===== config.mk =====
export PLATFORM = sky130hd
export DESIGN_NAME = board_commit_arbiter
export DESIGN_NICKNAME = d
export VERILOG_FILES = /design/src/rtl/tictactoe_pkg.sv /design/src/rtl/board_move_checker.sv /design/src/rtl/board_commit_arbiter.sv
export SDC_FILE = /design/constraint.sdc
export NUM_CORES = 1
export LEC_CHECK = 0
export ABC_AREA = 1
export ABC_CLOCK_PERIOD_IN_PS = 5000
export CAP_MARGIN = 20
export CORE_UTILIZATION = 50
export CTS_CLUSTER_DIAMETER = 30
export CTS_CLUSTER_SIZE = 12
export DETAILED_ROUTE_END_ITERATION = 7
export MAX_ROUTING_LAYER = met4
export PLACE_DENSITY = 0.79
export SYNTH_ARGS = -nofsm -noshare
export SYNTH_HDL_FRONTEND = slang
export SYNTH_HIERARCHICAL = 1
export SYNTH_SLANG_ARGS = --single-unit

===== constraint.sdc =====
create_clock -name clk -period 5 [get_ports clk]
set_clock_uncertainty 0.15 [all_clocks]
set_input_delay 0.75 -clock clk [delete_from_list [all_inputs] [get_ports clk]]
set_output_delay 0.75 -clock clk [all_outputs]
set_load 0.02 [all_outputs]

===== src/rtl/tictactoe_pkg.sv =====
// ----------------------------------------------------------------------------
// tictactoe_pkg: shared FSM state, rejection code and winner encodings.
// Rev 1.0
// ----------------------------------------------------------------------------
`default_nettype none

package tictactoe_pkg;

    typedef enum logic [2:0] {
        IDLE      = 3'd0,
        WAIT_MOVE = 3'd1,
        CHECK     = 3'd2,
        JUDGE     = 3'd3,
        DONE      = 3'd4
    } state_e;

    typedef enum logic [1:0] {
        ERR_NONE   = 2'b00,
        ERR_ERASED = 2'b01,
        ERR_COUNT  = 2'b10,
        ERR_PLANE  = 2'b11
    } err_code_e;

    typedef enum logic [1:0] {
        WIN_NONE = 2'b00,
        WIN_A    = 2'b01,
        WIN_B    = 2'b10
    } winner_e;

endpackage

`default_nettype wire


===== src/rtl/board_move_checker.sv =====
// ----------------------------------------------------------------------------
// board_move_checker: combinational legality check of a proposed full board.
// Rev 1.0
// ----------------------------------------------------------------------------
`default_nettype none

module board_move_checker
    import tictactoe_pkg::*;
#(
    parameter int N = 9
) (
    input  logic [N-1:0] board_a,
    input  logic [N-1:0] board_b,
    input  logic [N-1:0] prop_a,
    input  logic [N-1:0] prop_b,
    input  logic         mover_is_a,
    output logic         ok,
    output logic [1:0]   err_code
);

    localparam logic [2*N-1:0] c_one = {{(2*N-1){1'b0}}, 1'b1};

    logic [N-1:0]   w_new_a;
    logic [N-1:0]   w_new_b;
    logic [2*N-1:0] w_new_all;
    logic           w_erased;
    logic           w_one_new;
    logic           w_plane_bad;

    assign w_new_a   = prop_a & ~board_a;
    assign w_new_b   = prop_b & ~board_b;
    assign w_new_all = {w_new_b, w_new_a};
    assign w_erased  = ((board_a & ~prop_a) != '0) || ((board_b & ~prop_b) != '0);

    // Exactly one bit set: non-zero and clearing the lowest set bit leaves zero.
    assign w_one_new = (w_new_all != '0) && ((w_new_all & (w_new_all - c_one)) == '0);

    assign w_plane_bad = (mover_is_a ? (w_new_b != '0) : (w_new_a != '0))
                       || ((prop_a & prop_b) != '0);

    always_comb begin
        ok       = 1'b0;
        err_code = ERR_NONE;
        if (w_erased) begin
            err_code = ERR_ERASED;
        end else if (!w_one_new) begin
            err_code = ERR_COUNT;
        end else if (w_plane_bad) begin
            err_code = ERR_PLANE;
        end else begin
            ok = 1'b1;
        end
    end

endmodule

`default_nettype wire


===== src/rtl/board_commit_arbiter.sv =====
// ----------------------------------------------------------------------------
// board_commit_arbiter: arbitrates local/remote moves and commits legal boards.
// Optional MOVE_TIMEOUT_EN adds a remote-move timeout. Rev 1.0
// ----------------------------------------------------------------------------
`default_nettype none

module board_commit_arbiter
    import tictactoe_pkg::*;
#(
    parameter int ROWS           = 3,
    parameter int COLS           = 3,
    parameter int TIMEOUT_CYCLES = 1000000
) (
    input  logic                 clk,
    input  logic                 reset,
    input  logic                 start,
    input  logic                 local_is_a,
    input  logic                 loc_valid,
    output logic                 loc_ready,
    input  logic [ROWS*COLS-1:0] loc_board_a,
    input  logic [ROWS*COLS-1:0] loc_board_b,
    input  logic                 rem_valid,
    output logic                 rem_ready,
    input  logic [ROWS*COLS-1:0] rem_board_a,
    input  logic [ROWS*COLS-1:0] rem_board_b,
    output logic [ROWS*COLS-1:0] board_a,
    output logic [ROWS*COLS-1:0] board_b,
    output logic                 judge_req,
    input  logic                 judge_ready,
    input  logic                 judge_end,
    input  logic                 judge_win_a,
    input  logic                 judge_win_b,
    output logic                 turn_a,
    output logic                 move_error,
    output logic [1:0]           err_code,
    output logic                 game_over,
    output logic [1:0]           winner,
    output logic                 timeout
);

    localparam int N   = ROWS * COLS;
    localparam int MCW = $clog2(N + 1);

    state_e         r_state;
    state_e         w_next_state;
    logic [N-1:0]   r_board_a;
    logic [N-1:0]   r_board_b;
    logic [N-1:0]   r_prop_a;
    logic [N-1:0]   r_prop_b;
    logic           r_turn_a;
    logic           r_local_is_a;
    logic           r_move_error;
    logic           r_timeout;
    logic           r_game_over;
    logic [1:0]     r_err_code;
    logic [1:0]     r_winner;
    logic [MCW-1:0] r_move_cnt;

    logic           w_wait;
    logic           w_mover_local;
    logic           w_loc_xfer;
    logic           w_rem_xfer;
    logic           w_last_move;
    logic           w_to_hit;
    logic           w_ok;
    logic [1:0]     w_err_code;

    assign w_wait        = (r_state == WAIT_MOVE);
    assign w_mover_local = (r_turn_a == r_local_is_a);
    assign loc_ready     = w_wait && w_mover_local;
    assign rem_ready     = w_wait && !w_mover_local;
    assign w_loc_xfer    = loc_valid && loc_ready;
    assign w_rem_xfer    = rem_valid && rem_ready;
    assign w_last_move   = (r_move_cnt == MCW'(N));

    board_move_checker #(.N(N)) u_checker (
        .board_a    (r_board_a),
        .board_b    (r_board_b),
        .prop_a     (r_prop_a),
        .prop_b     (r_prop_b),
        .mover_is_a (r_turn_a),
        .ok         (w_ok),
        .err_code   (w_err_code)
    );

`ifdef MOVE_TIMEOUT_EN
    localparam int TCW = (TIMEOUT_CYCLES > 1) ? $clog2(TIMEOUT_CYCLES) : 1;
    logic [TCW-1:0] r_to_cnt;

    always_ff @(posedge clk) begin
        if (!reset || start || !rem_ready) begin
            r_to_cnt <= '0;
        end else begin
            r_to_cnt <= r_to_cnt + TCW'(1);
        end
    end

    assign w_to_hit = rem_ready && (r_to_cnt == TCW'(TIMEOUT_CYCLES - 1));
`else
    assign w_to_hit = 1'b0;
`endif

    always_ff @(posedge clk) begin
        if (!reset) begin
            r_state <= IDLE;
        end else begin
            r_state <= w_next_state;
        end
    end

    always_comb begin
        w_next_state = r_state;
        case (r_state)
            IDLE:      w_next_state = IDLE;
            // A proposal arriving on the final cycle still beats the timeout.
            WAIT_MOVE: begin
                if (w_loc_xfer || w_rem_xfer) begin
                    w_next_state = CHECK;
                end else if (w_to_hit) begin
                    w_next_state = DONE;
                end
            end
            CHECK:     w_next_state = w_ok ? JUDGE : WAIT_MOVE;
            JUDGE: begin
                if (judge_ready) begin
                    w_next_state = (judge_end || w_last_move) ? DONE : WAIT_MOVE;
                end
            end
            DONE:      w_next_state = DONE;
            default:   w_next_state = IDLE;
        endcase
        if (start) begin
            w_next_state = WAIT_MOVE;
        end
    end

    always_ff @(posedge clk) begin
        if (!reset) begin
            r_board_a    <= '0;
            r_board_b    <= '0;
            r_prop_a     <= '0;
            r_prop_b     <= '0;
            r_turn_a     <= 1'b1;
            r_local_is_a <= 1'b0;
            r_move_error <= 1'b0;
            r_timeout    <= 1'b0;
            r_game_over  <= 1'b0;
            r_err_code   <= ERR_NONE;
            r_winner     <= WIN_NONE;
            r_move_cnt   <= '0;
        end else begin
            r_move_error <= 1'b0;
            r_timeout    <= 1'b0;
            if (start) begin
                r_board_a    <= '0;
                r_board_b    <= '0;
                r_turn_a     <= 1'b1;
                r_local_is_a <= local_is_a;
                r_game_over  <= 1'b0;
                r_winner     <= WIN_NONE;
                r_move_cnt   <= '0;
            end else begin
                case (r_state)
                    WAIT_MOVE: begin
                        if (w_loc_xfer) begin
                            r_prop_a <= loc_board_a;
                            r_prop_b <= loc_board_b;
                        end else if (w_rem_xfer) begin
                            r_prop_a <= rem_board_a;
                            r_prop_b <= rem_board_b;
                        end else if (w_to_hit) begin
                            r_timeout   <= 1'b1;
                            r_game_over <= 1'b1;
                            r_winner    <= r_local_is_a ? WIN_A : WIN_B;
                        end
                    end
                    CHECK: begin
                        if (w_ok) begin
                            r_board_a  <= r_prop_a;
                            r_board_b  <= r_prop_b;
                            r_move_cnt <= r_move_cnt + MCW'(1);
                        end else begin
                            r_move_error <= 1'b1;
                            r_err_code   <= w_err_code;
                        end
                    end
                    JUDGE: begin
                        if (judge_ready) begin
                            if (judge_end) begin
                                r_game_over <= 1'b1;
                                r_winner    <= {judge_win_b, judge_win_a};
                            end else if (w_last_move) begin
                                r_game_over <= 1'b1;
                                r_winner    <= WIN_NONE;
                            end else begin
                                r_turn_a <= ~r_turn_a;
                            end
                        end
                    end
                    default: ;
                endcase
            end
        end
    end

    assign board_a    = r_board_a;
    assign board_b    = r_board_b;
    assign judge_req  = (r_state == JUDGE);
    assign turn_a     = r_turn_a;
    assign move_error = r_move_error;
    assign err_code   = r_err_code;
    assign game_over  = r_game_over;
    assign winner     = r_winner;
    assign timeout    = r_timeout;

endmodule

`default_nettype wire


==> impl_metrics.yaml <==
run_status:
  status: "completed"
sta:
  worst-slew-pin-transition_ns: 0.7769
  setup_tns_ns: 0
  hold_viol: 0
  fmax_ghz: 0.3165
  setup_slack_ns: 1.840
  rsz0062_at_grt: "no"
  maxSlewHeadroom_pct: 48.05
  period_needed_ns: 3.160
  setup_violations: 0
  period_share_pct: 63.19
  drv_slew: 0
finish:
  n_antenna_cell: 0
  area_growth_pct: 25.63
  drive_gt1_share_pct: 10.23
  num-fill-cells: 553
  final_nets: 614
setup_path:
  r2r-end: "board_a[5]$_SDFFE_PP0P_"
  worstPathRequired_ns: 5.04
  worstRegToRegCells: 14
  reg2reg_slack_ns: 2.14
  cp-startpoint: "reset"
  rr_startpoint: "board_b[3]$_SDFFE_PP0P_"
  cp-end-kind: "flop"
  arrival_ns: 3.20
  criticalPathCategory: "in -> reg"
  cp_max_fo: 23
  setup.worst_path.start_class: "primary input"
  crit_end: "turn_a$_SDFFE_PP1P_"
yosys:
  synth_top_family_by_area: "simple AND/OR/NAND/NOR gates"
  yosys-top-cells-area: "dfxtp_1, nand2_1, nor2_1"
  ys_ff_latch: 51
  postSynthCellCount: 503
  synth-async-reset-ratio_pct: 0
  ys.flop_type: "dfxtp_1"
  synthesis.area_um2: 3173
  netlist.area_leader.share_pct: 32.18
  synth_commonest_cells: "nand2_1, nor2_1, inv_1"
  yosysUniqueCellTypes: 35
  synthSimpleGateAreaFrac_pct: 41.92
  synth_compound_area_share_pct: 12.85
  yosys_warnings: 6
  synth-edff-count: 0
  avgSynthCellArea_um2: 6.308
  synth_xor_area_share_pct: 0.2760
  synthAdderAreaFrac_pct: 0.7886
  synthMuxAreaShare_pct: 0
  yosysSeqAreaShare_pct: 32.18
  syn-num-nets: 551
  yosysMostFrequentCell: "nand2_1"
  yosysTopAreaCell: "dfxtp_1"
floorplanning:
  pin_count: 75
  core_area_um2: 6026
  die_area_um2: 6668
  rows: 28
  start_util_pct: 52.66
  die_w_um: 81.66
  die_height_um: 81.66
clock_tree:
  cts_tree: "built"
  clk_pin_slew_ns: 0.09
  clock_path_buffers: 2
  cts_resized: 0
  clk_latency_ns: 0.31
  cts_made_buffers: 5
  holdBufCountCts: 0
  root_buffer: "clkbuf_8"
  post_cts_buffers: 0
  h-tree-depth: 2
  cts_sinks: 51
place:
  place_hpwl_mm: 6.267
  io_buffers: 73
  place_ws_ns: 1.572
  place_congestion: 0.9485
global_route:
  grt-ovfl-total: 0
  grt_pass1_wl_mm: 12.93
  antenna_found_initial: 0
  grt_pass1_vias: 2843
  grt.total_usage_pct: 26.00
  grt_start_max_net_pins: 40
hold_path:
  hold_class: "reg -> reg"
pwr:
  ir_worst_vdd_mv: 0.1211
  power.density_nw_per_um2: 228.8
  p_leak_nw: 1.905
  finalPower_mw: 0.9120
route:
  via_count: 3321
  viasPerCell: 5.173
  drtAntennaViolNets: 0
  wl_mm: 8.103
  drtPass1Iterations: 8
  avgRoutedWirePerCell_um: 12.62
  post-route-drc-count: 0
  drtIter0Drc: 257
job:
  maxCapViolCount: 0
-- routing by layer --
metal	GRT usage [%]	vias up	share of wire, %	wire, um
li1	-	1695	-	-
met1	35.09	1479	47	3811
met2	40.83	130	45	3632
met3	2.111	17	6.4	515
met4	9.123	0	1.8	143
met5	-	-	0	0
-- final cells by class --
class	count	area, um^2	share of cell area (%)
inverter	71	266.5	6.686
tap	75	93.84	2.354
sequential	51	1021	25.61
clock buffer	6	82.58	2.072
timing repair buffer	73	730.7	18.33
clock inverter	2	16.27	0.4080
multi-input combinational	364	1775	44.54
-- flip-flops by register name (all words and copies together), names as in the netlist --
register,count
game_over,1
turn_a,1
board_b,9
r_move_cnt,4
r_prop_a,9
err_code,2
winner,2
move_error,1
r_state,3
r_prop_b,9
board_a,9
r_local_is_a,1
-- logic make-up after synthesis --
family,after synthesis
buf+inv,88
other cells,1
xor+xnor,1
fa+ha+maj,2
flops,51
compound gates,67
simple gates,293
-- where the power goes --
part / switching, mW / internal (mW) / total (mW)
clock network: 0.143 / 0.113 / 0.256
registers: 0.0152 / 0.417 / 0.432
logic: 0.129 / 0.0942 / 0.223
-- cells in the final DEF, fill, tap and decap left out --
cell             Yosys  layout
clkinvlp_4           0       1
a21boi_1             1       1
nand4_1              3       3
nand3b_1             1       1
o211a_1              1       1
clkinv_4             0       1
o21bai_1             4       4
nor2_2               6       6
nand2_2             16      16
nand3_2              5       5
xor2_1               1       1
dfxtp_1             51      51
clkdlybuf4s50_1      0      73
nand3_1             35      35
a21oi_1             20      20
o21ai_0             22      22
inv_2                7       7
nand2_4              5       5
ha_1                 2       2
nor2_1              76      76
conb_1               1       1
a211oi_2             3       3
nor4_1               1       1
o21ai_2              1       1
o21ai_1              1       1
nor2_4               5       5
o21bai_2             1       1
o22ai_1              8       8
nor3_1               4       4
nor3_2               1       1
a211oi_1             4       4
o211ai_1             1       1
inv_1               64      64
nand2_1            135     135
clkbuf_8             0       6
-- per-stage QoR --
stage	hold slack (ns)	cells	utilization, %	area (um^2)
after global routing	0.3255	642	66.15	3986
after floorplan	0.2732	503	-	3173
final	0.3053	642	66.15	3986
after detailed placement	0.2956	634	64.51	3887
after CTS	0.3073	642	66.15	3986
after global placement	0.2943	634	64.51	3887
-- critical path, stage by stage --
cell and delay, ns:
clkdlybuf4s50_1 0.97, inv_1 0.16, nor2_2 0.59, inv_1 0.42, a21oi_1 0.22, o21ai_0 0.10
-- worst min-delay path by stage --
stage / to / slack, ns / depth (start not counted) / from
after floorplan: r_move_cnt[3]$_SDFFE_PP0P_ / 0.27 / 1 / r_move_cnt[3]$_SDFFE_PP0P_
after global placement: r_move_cnt[3]$_SDFFE_PP0P_ / 0.29 / 1 / r_move_cnt[3]$_SDFFE_PP0P_
after detailed placement: r_move_cnt[3]$_SDFFE_PP0P_ / 0.30 / 1 / r_move_cnt[3]$_SDFFE_PP0P_
after CTS: r_move_cnt[3]$_SDFFE_PP0P_ / 0.31 / 1 / r_move_cnt[3]$_SDFFE_PP0P_
after global routing: r_move_cnt[3]$_SDFFE_PP0P_ / 0.33 / 1 / r_move_cnt[3]$_SDFFE_PP0P_
final: r_move_cnt[3]$_SDFFE_PP0P_ / 0.31 / 1 / r_move_cnt[3]$_SDFFE_PP0P_
(Power assumes the default switching activity.)
